$ cat src/rtl/cnn_pkg.sv
`default_nettype none
// ============================================================================
// Module      : cnn_pkg
// Description : Shared CNN datapath defaults, FSM state type and the
//               ReLU/requantise helper used by the window and packer stages.
// Revision    : 1.0 - initial release
// ============================================================================
package cnn_pkg;

    localparam int PIX_W_DEF = 8;
    localparam int RES_W_DEF = 20;

    typedef enum logic [1:0] {
        ST_IDLE   = 2'd0,
        ST_ACTIVE = 2'd1,
        ST_DRAIN  = 2'd2
    } pack_state_e;

    // Negative results clamp to 0; positive ones shift down and saturate to PIX_W bits.
    function automatic logic [31:0] quantise(input logic signed [31:0] res,
                                             input int                 shift,
                                             input int                 pix_w);
        logic signed [31:0] v;
        logic signed [31:0] vmax;
        vmax = (32'sd1 <<< pix_w) - 32'sd1;
        v    = res >>> shift;
        if (res < 0) begin
            return '0;
        end
        if (v > vmax) begin
            return vmax;
        end
        return v;
    endfunction

endpackage
`default_nettype wire

$ cat src/rtl/sync_fifo.sv
`default_nettype none
// ============================================================================
// Module      : sync_fifo
// Description : Single-clock first-word-fall-through FIFO with full/empty flags.
// Revision    : 1.0 - initial release
// ============================================================================
module sync_fifo #(
    parameter int WIDTH = 10,
    parameter int DEPTH = 32
) (
    input  logic             clk_i,
    input  logic             rst_i,
    input  logic             wr_en_i,
    input  logic [WIDTH-1:0] wr_data_i,
    input  logic             rd_en_i,
    output logic [WIDTH-1:0] rd_data_o,
    output logic             full_o,
    output logic             empty_o
);

    localparam int AW = $clog2(DEPTH);

    logic [WIDTH-1:0] mem_q [DEPTH];
    logic [AW:0]      wr_ptr_q;
    logic [AW:0]      rd_ptr_q;
    logic             w_do_wr;
    logic             w_do_rd;

    // Extra pointer MSB distinguishes full from empty when the indices match.
    assign empty_o   = (wr_ptr_q == rd_ptr_q);
    assign full_o    = (wr_ptr_q[AW] != rd_ptr_q[AW]) &&
                       (wr_ptr_q[AW-1:0] == rd_ptr_q[AW-1:0]);
    assign w_do_rd   = rd_en_i && !empty_o;
    assign w_do_wr   = wr_en_i && (!full_o || w_do_rd);
    assign rd_data_o = mem_q[rd_ptr_q[AW-1:0]];

    always_ff @(posedge clk_i or posedge rst_i) begin
        if (rst_i) begin
            wr_ptr_q <= '0;
            rd_ptr_q <= '0;
        end else begin
            if (w_do_wr) begin
                wr_ptr_q <= wr_ptr_q + 1'b1;
            end
            if (w_do_rd) begin
                rd_ptr_q <= rd_ptr_q + 1'b1;
            end
        end
    end

    always_ff @(posedge clk_i) begin
        if (w_do_wr) begin
            mem_q[wr_ptr_q[AW-1:0]] <= wr_data_i;
        end
    end

endmodule
`default_nettype wire

$ cat src/rtl/fmap_stream_packer.sv
`default_nettype none
// ============================================================================
// Module      : fmap_stream_packer
// Description : Requantises conv results and re-emits the feature map as a
//               tagged raster pixel stream with valid/ready backpressure.
// Revision    : 1.0 - initial release
// ============================================================================
module fmap_stream_packer
    import cnn_pkg::*;
#(
    parameter int IMG_W = 28,
    parameter int IMG_H = 28,
    parameter int RES_W = RES_W_DEF,
    parameter int PIX_W = PIX_W_DEF,
    parameter int SHIFT = 6,
    parameter int DEPTH = 32
) (
    input  logic                    iClk,
    input  logic                    iRst,
    input  logic signed [RES_W-1:0] iResult,
    input  logic                    iResultValid,
    output logic        [PIX_W-1:0] oPixel,
    output logic                    oPixelValid,
    input  logic                    iPixelReady,
    output logic                    oRowLast,
    output logic                    oFrameLast,
    output logic                    oFrameDone,
    output logic                    oBusy,
    output logic                    oOverflow
);

    localparam int OUT_W = IMG_W - 2;
    localparam int OUT_H = IMG_H - 2;
    localparam int COL_W = (OUT_W > 1) ? $clog2(OUT_W) : 1;
    localparam int ROW_W = (OUT_H > 1) ? $clog2(OUT_H) : 1;
    localparam int EW    = PIX_W + 2;

    logic [COL_W-1:0] col_q, col_d;
    logic [ROW_W-1:0] row_q, row_d;
    logic             qv_q;
    logic [PIX_W-1:0] qpix_q;
    logic             qrl_q;
    logic             qfl_q;
    logic             ovf_q;
    pack_state_e      state_q, state_d;

    logic             w_row_last;
    logic             w_frame_last;
    logic             w_full;
    logic             w_empty;
    logic             w_rd;
    logic             w_drop;
    logic [EW-1:0]    w_head;

    assign w_row_last   = (col_q == COL_W'(OUT_W - 1));
    assign w_frame_last = w_row_last && (row_q == ROW_W'(OUT_H - 1));
    assign w_rd         = !w_empty && iPixelReady;
    assign w_drop       = qv_q && w_full && !w_rd;

    always_comb begin
        col_d = col_q;
        row_d = row_q;
        if (iResultValid) begin
            if (w_row_last) begin
                col_d = '0;
                row_d = w_frame_last ? '0 : row_q + 1'b1;
            end else begin
                col_d = col_q + 1'b1;
            end
        end
    end

    // A result landing in the same cycle as the frame-last write already
    // belongs to the next frame, so ACTIVE is kept instead of passing DRAIN.
    always_comb begin
        state_d = state_q;
        case (state_q)
            ST_IDLE:   if (iResultValid) state_d = ST_ACTIVE;
            ST_ACTIVE: if (qv_q && qfl_q && !iResultValid) state_d = ST_DRAIN;
            ST_DRAIN: begin
                if (iResultValid) begin
                    state_d = ST_ACTIVE;
                end else if (w_empty && !qv_q) begin
                    state_d = ST_IDLE;
                end
            end
            default:   state_d = ST_IDLE;
        endcase
    end

    always_ff @(posedge iClk or posedge iRst) begin
        if (iRst) begin
            col_q   <= '0;
            row_q   <= '0;
            qv_q    <= 1'b0;
            qpix_q  <= '0;
            qrl_q   <= 1'b0;
            qfl_q   <= 1'b0;
            ovf_q   <= 1'b0;
            state_q <= ST_IDLE;
        end else begin
            col_q   <= col_d;
            row_q   <= row_d;
            qv_q    <= iResultValid;
            state_q <= state_d;
            if (iResultValid) begin
                qpix_q <= PIX_W'(quantise(32'(iResult), SHIFT, PIX_W));
                qrl_q  <= w_row_last;
                qfl_q  <= w_frame_last;
            end
            if (w_drop) begin
                ovf_q <= 1'b1;
            end
        end
    end

    sync_fifo #(
        .WIDTH (EW),
        .DEPTH (DEPTH)
    ) u_fifo (
        .clk_i     (iClk),
        .rst_i     (iRst),
        .wr_en_i   (qv_q),
        .wr_data_i ({qfl_q, qrl_q, qpix_q}),
        .rd_en_i   (iPixelReady),
        .rd_data_o (w_head),
        .full_o    (w_full),
        .empty_o   (w_empty)
    );

    // Head is masked while empty so stale RAM contents never reach the port.
    assign {oFrameLast, oRowLast, oPixel} = w_empty ? '0 : w_head;
    assign oPixelValid = !w_empty;
    assign oFrameDone  = w_rd && w_head[EW-1];
    assign oBusy       = (state_q != ST_IDLE) || !w_empty;
    assign oOverflow   = ovf_q;

endmodule
`default_nettype wire

$ cat config.mk
export PLATFORM = sky130hd
export DESIGN_NAME = fmap_stream_packer
export DESIGN_NICKNAME = d
export VERILOG_FILES = /design/src/rtl/cnn_pkg.sv /design/src/rtl/sync_fifo.sv /design/src/rtl/fmap_stream_packer.sv
export SDC_FILE = /design/constraint.sdc
export NUM_CORES = 1
export LEC_CHECK = 0
export BUFFER_PORTS_ARGS = -buffer_cell sky130_fd_sc_hd__buf_4
export CAP_MARGIN = 20
export CORE_MARGIN = 5
export CORE_UTILIZATION = 50
export CTS_BUF_LIST = sky130_fd_sc_hd__clkbuf_4 sky130_fd_sc_hd__clkbuf_8
export DETAILED_ROUTE_END_ITERATION = 12
export HOLD_SLACK_MARGIN = 0.02
export PLACE_DENSITY = 0.7
export SYNTH_ARGS = -nofsm -noshare
export SYNTH_HDL_FRONTEND = slang
export SYNTH_SLANG_ARGS = --single-unit
$ cat constraint.sdc
create_clock -name iClk -period 4.09 [get_ports iClk]
set_clock_uncertainty 0.05 [all_clocks]
set_input_delay 0.818 -clock iClk [delete_from_list [all_inputs] [get_ports iClk]]
set_output_delay 0.818 -clock iClk [all_outputs]
set_load 0.01 [all_outputs]
==> flow_summary.ini <==
[synth]
synth-seq-cells = 356
mappedNetlistArea_sq_mm = 0.01434
synth_top_cell_by_area = edfxtp_1
synthTopCellsByArea = edfxtp_1, mux4_2, dfrtp_1
syn_avg_cell_area_sq_um = 18.47
synth_common_cells = edfxtp_1, mux4_2, mux2i_1
yosysSeqAreaShare_pct = 73.31
synth_edf_count = 320
yosys_warnings = 0
syn-num-nets = 809
syn-instance-count = 776
synthFlopType = edfxtp_1
post-synth-top-count-cell = edfxtp_1
synthDominantCellAreaShare_pct = 67.03
synth_cell_type_count = 50
synthArstFlopShare_pct = 10.11

[floorplan]
core_area_sq_mm = 0.02847
rows = 62
pin_count = 38
dieArea_sq_mm = 0.03216
start_util_pct = 50.36
die_y_um = 179.3
die_x_um = 179.3

[critical_path]
endpoint_kind = output port
startpoint_type = flop
cp.arrival_ns = 2.95
path_max_fanout = 11
cp_num_buf_inv = 2
path_cells = buf_4, mux4_2, a22o_1, a211oi_1, a221oi_1, and2_1, buf_4
slowest_delay_ns = 0.57
path_class = reg -> out
crit_family = compound AO/OA/AOI/OAI gates
cp_slowest_cell = mux4_2
critPathRequiredTime_ns = 3.22
ff2ff_setup_slack_ns = 1.25
cpMostUsedCell = buf_4

[layout]
stdcell_area_sq_mm = 0.01649
syn2layout_area_growth_pct = 15.03
diodes = 0
drive_gt1_share_pct = 27.08
nNetsFinal = 923
fill_cells = 2155

[routing]
vias = 7434
drt_wl_total_um = 30070
firstDrtPassIters = 5
drc_errors = 0
drt-wirelength-per-cell_um = 22.94
drt_iter0_drc = 699
ant_nets = 0
vias_per_cell = 5.670

[placement]
port_buffers = 31
hpwl_um = 17730
dpl_cell_area_sq_mm = 0.01521
dp_slack_ns = 0.5242
gp_congestion = 0.7704

[sta]
slew_violations = 0
hold_violations = 0
setup_violations = 0
period_needed_ns = 3.819
slew_headroom_pct = 50.36
tns_ns = 0
period_share_pct = 93.36
rsz0062_at_grt = false
max_slew.worst_pin.slew_ns = 0.7446
fmax_ghz = 0.2619
finalWorstSetupSlack_ns = 0.2714

[power_and_ir_drop]
powerDensity_mw_per_mm2 = 652.1
leakagePower_uw = 0.005741
peakVddDrop_uv = 310.2

[clock_network]
clock_latency_ns = 0.57
clkSinkCount = 356
cts-root-buf = clkbuf_8
clkTransAtPathRegs_ns = 0.06
cts-hold-fix-buffers = 0
cts.repair.resized = 0
htreeDepth = 2
cts_buffer_depth = 3
cts_tree = done
cts_setup_buffers = 1
cts_made_buffers = 54

[global_routing]
grt_first_pass_wirelength_um = 44940
grt_use_total_pct = 18.74
grt_pass1_vias = 7460
gr-total-overflow = 0
grt_max_degree = 46
antenna_found_initial = 1

[worst_hold_path]
hold_class = in -> async

[run]
cap_violations = 0

[status]
status = complete, no violations
-- power by group --
part           leakage (uW)  internal [uW]  switching (uW)
registers           0.00335           4310             242
clock network      0.000534           1450            1280
logic               0.00185           1600            1870
total               0.00574           7360            3400
-- metal layers --
metal	global-route usage (%)	vias to the layer above	routed length, um
li1	-	3346	-
met1	27.66	3811	13440
met2	29.45	232	14510
met3	3.315	45	1619
met4	4.919	0	507
met5	0	-	0
-- kinds of logic after synthesis --
group,share of synthesized area [%]
flops,73.31
buf+inv,2.548
simple gates,4.503
compound gates,4.739
mux,13.20
fa+ha+maj,0.7855
xor+xnor,0.9163
-- registers in the layout, summed over array words and instances, names as in the netlist, 2 cells and up --
signal           flops
u_fifo.mem_q       320
row_q                5
u_fifo.wr_ptr_q      6
state_q              2
qpix_q               8
u_fifo.rd_ptr_q      6
col_q                5
-- layout make-up --
class / instances / area [sq um] / share of cell area (%)
multi-input combinational: 359 / 3468 / 21.03
clock inverter: 18 / 77.57 / 0.4704
timing repair buffer: 102 / 958.4 / 5.812
sequential: 356 / 10520 / 63.77
inverter: 17 / 63.81 / 0.3870
tap: 384 / 480.5 / 2.914
clock buffer: 75 / 925.9 / 5.615
-- metrics by stage --
stage	total power, uW	util [%]	instances	hold WS (ns)
final	10750	57.92	1311	0.3309
after global routing	11270	57.92	1311	0.3744
after CTS	10730	57.01	1297	0.3165
after detailed placement	7988	53.41	1203	0.4374
after global placement	7936	53.41	1203	0.4316
after floorplan	6900	-	776	0.4015
-- placed cells by master, fill, tap and decap left out, types with 5 or more instances in the layout --
master and count:
clkbuf_4 17, o221ai_1 9, nor2_1 46, clkinv_2 5, buf_4 90, o21ai_0 22
a211oi_1 8, dfrtp_1 33, a22o_1 15, nor3_1 11, nand2_1 24, nand3b_1 8
clkinv_1 12, o22ai_1 7, o211ai_1 10, ha_1 9, mux2i_1 48, and3_1 5
buf_16 7, mux4_2 53, clkbuf_8 58, a21oi_1 9, edfxtp_1 320, nor2b_1 9
xnor2_1 11, mux4_1 7, nand3_1 9, inv_1 17
-- worst reg2reg max path: cells and delay by family, from the launching register on --
family / cells / cell delay (ns)
flip-flops: 1 / 0.50
buffers and inverters: 3 / 0.58
XOR/XNOR: 1 / 0.14
AO/OA/AOI/OAI: 1 / 0.36
AND/OR/NAND/NOR: 3 / 0.92
-- worst paths after layout --
check	cells past startpoint	start	end
setup / recovery	7	u_fifo.rd_ptr_q[0]$_DFFE_PP0N_	oFrameLast
hold / removal	3	iRst	u_fifo.wr_ptr_q[2]$_DFFE_PP0P_
setup reg to reg	8	u_fifo.rd_ptr_q[0]$_DFFE_PP0N_	u_fifo.mem_q[25][8]$_DFFE_PP_
hold reg to reg	1	u_fifo.rd_ptr_q[5]$_DFFE_PP0N_	u_fifo.rd_ptr_q[5]$_DFFE_PP0N_
max in group asynchronous	3	iRst	u_fifo.rd_ptr_q[0]$_DFFE_PP0N_
min in group iClk	1	u_fifo.rd_ptr_q[5]$_DFFE_PP0N_	u_fifo.rd_ptr_q[5]$_DFFE_PP0N_
(Power assumes the default switching activity.)
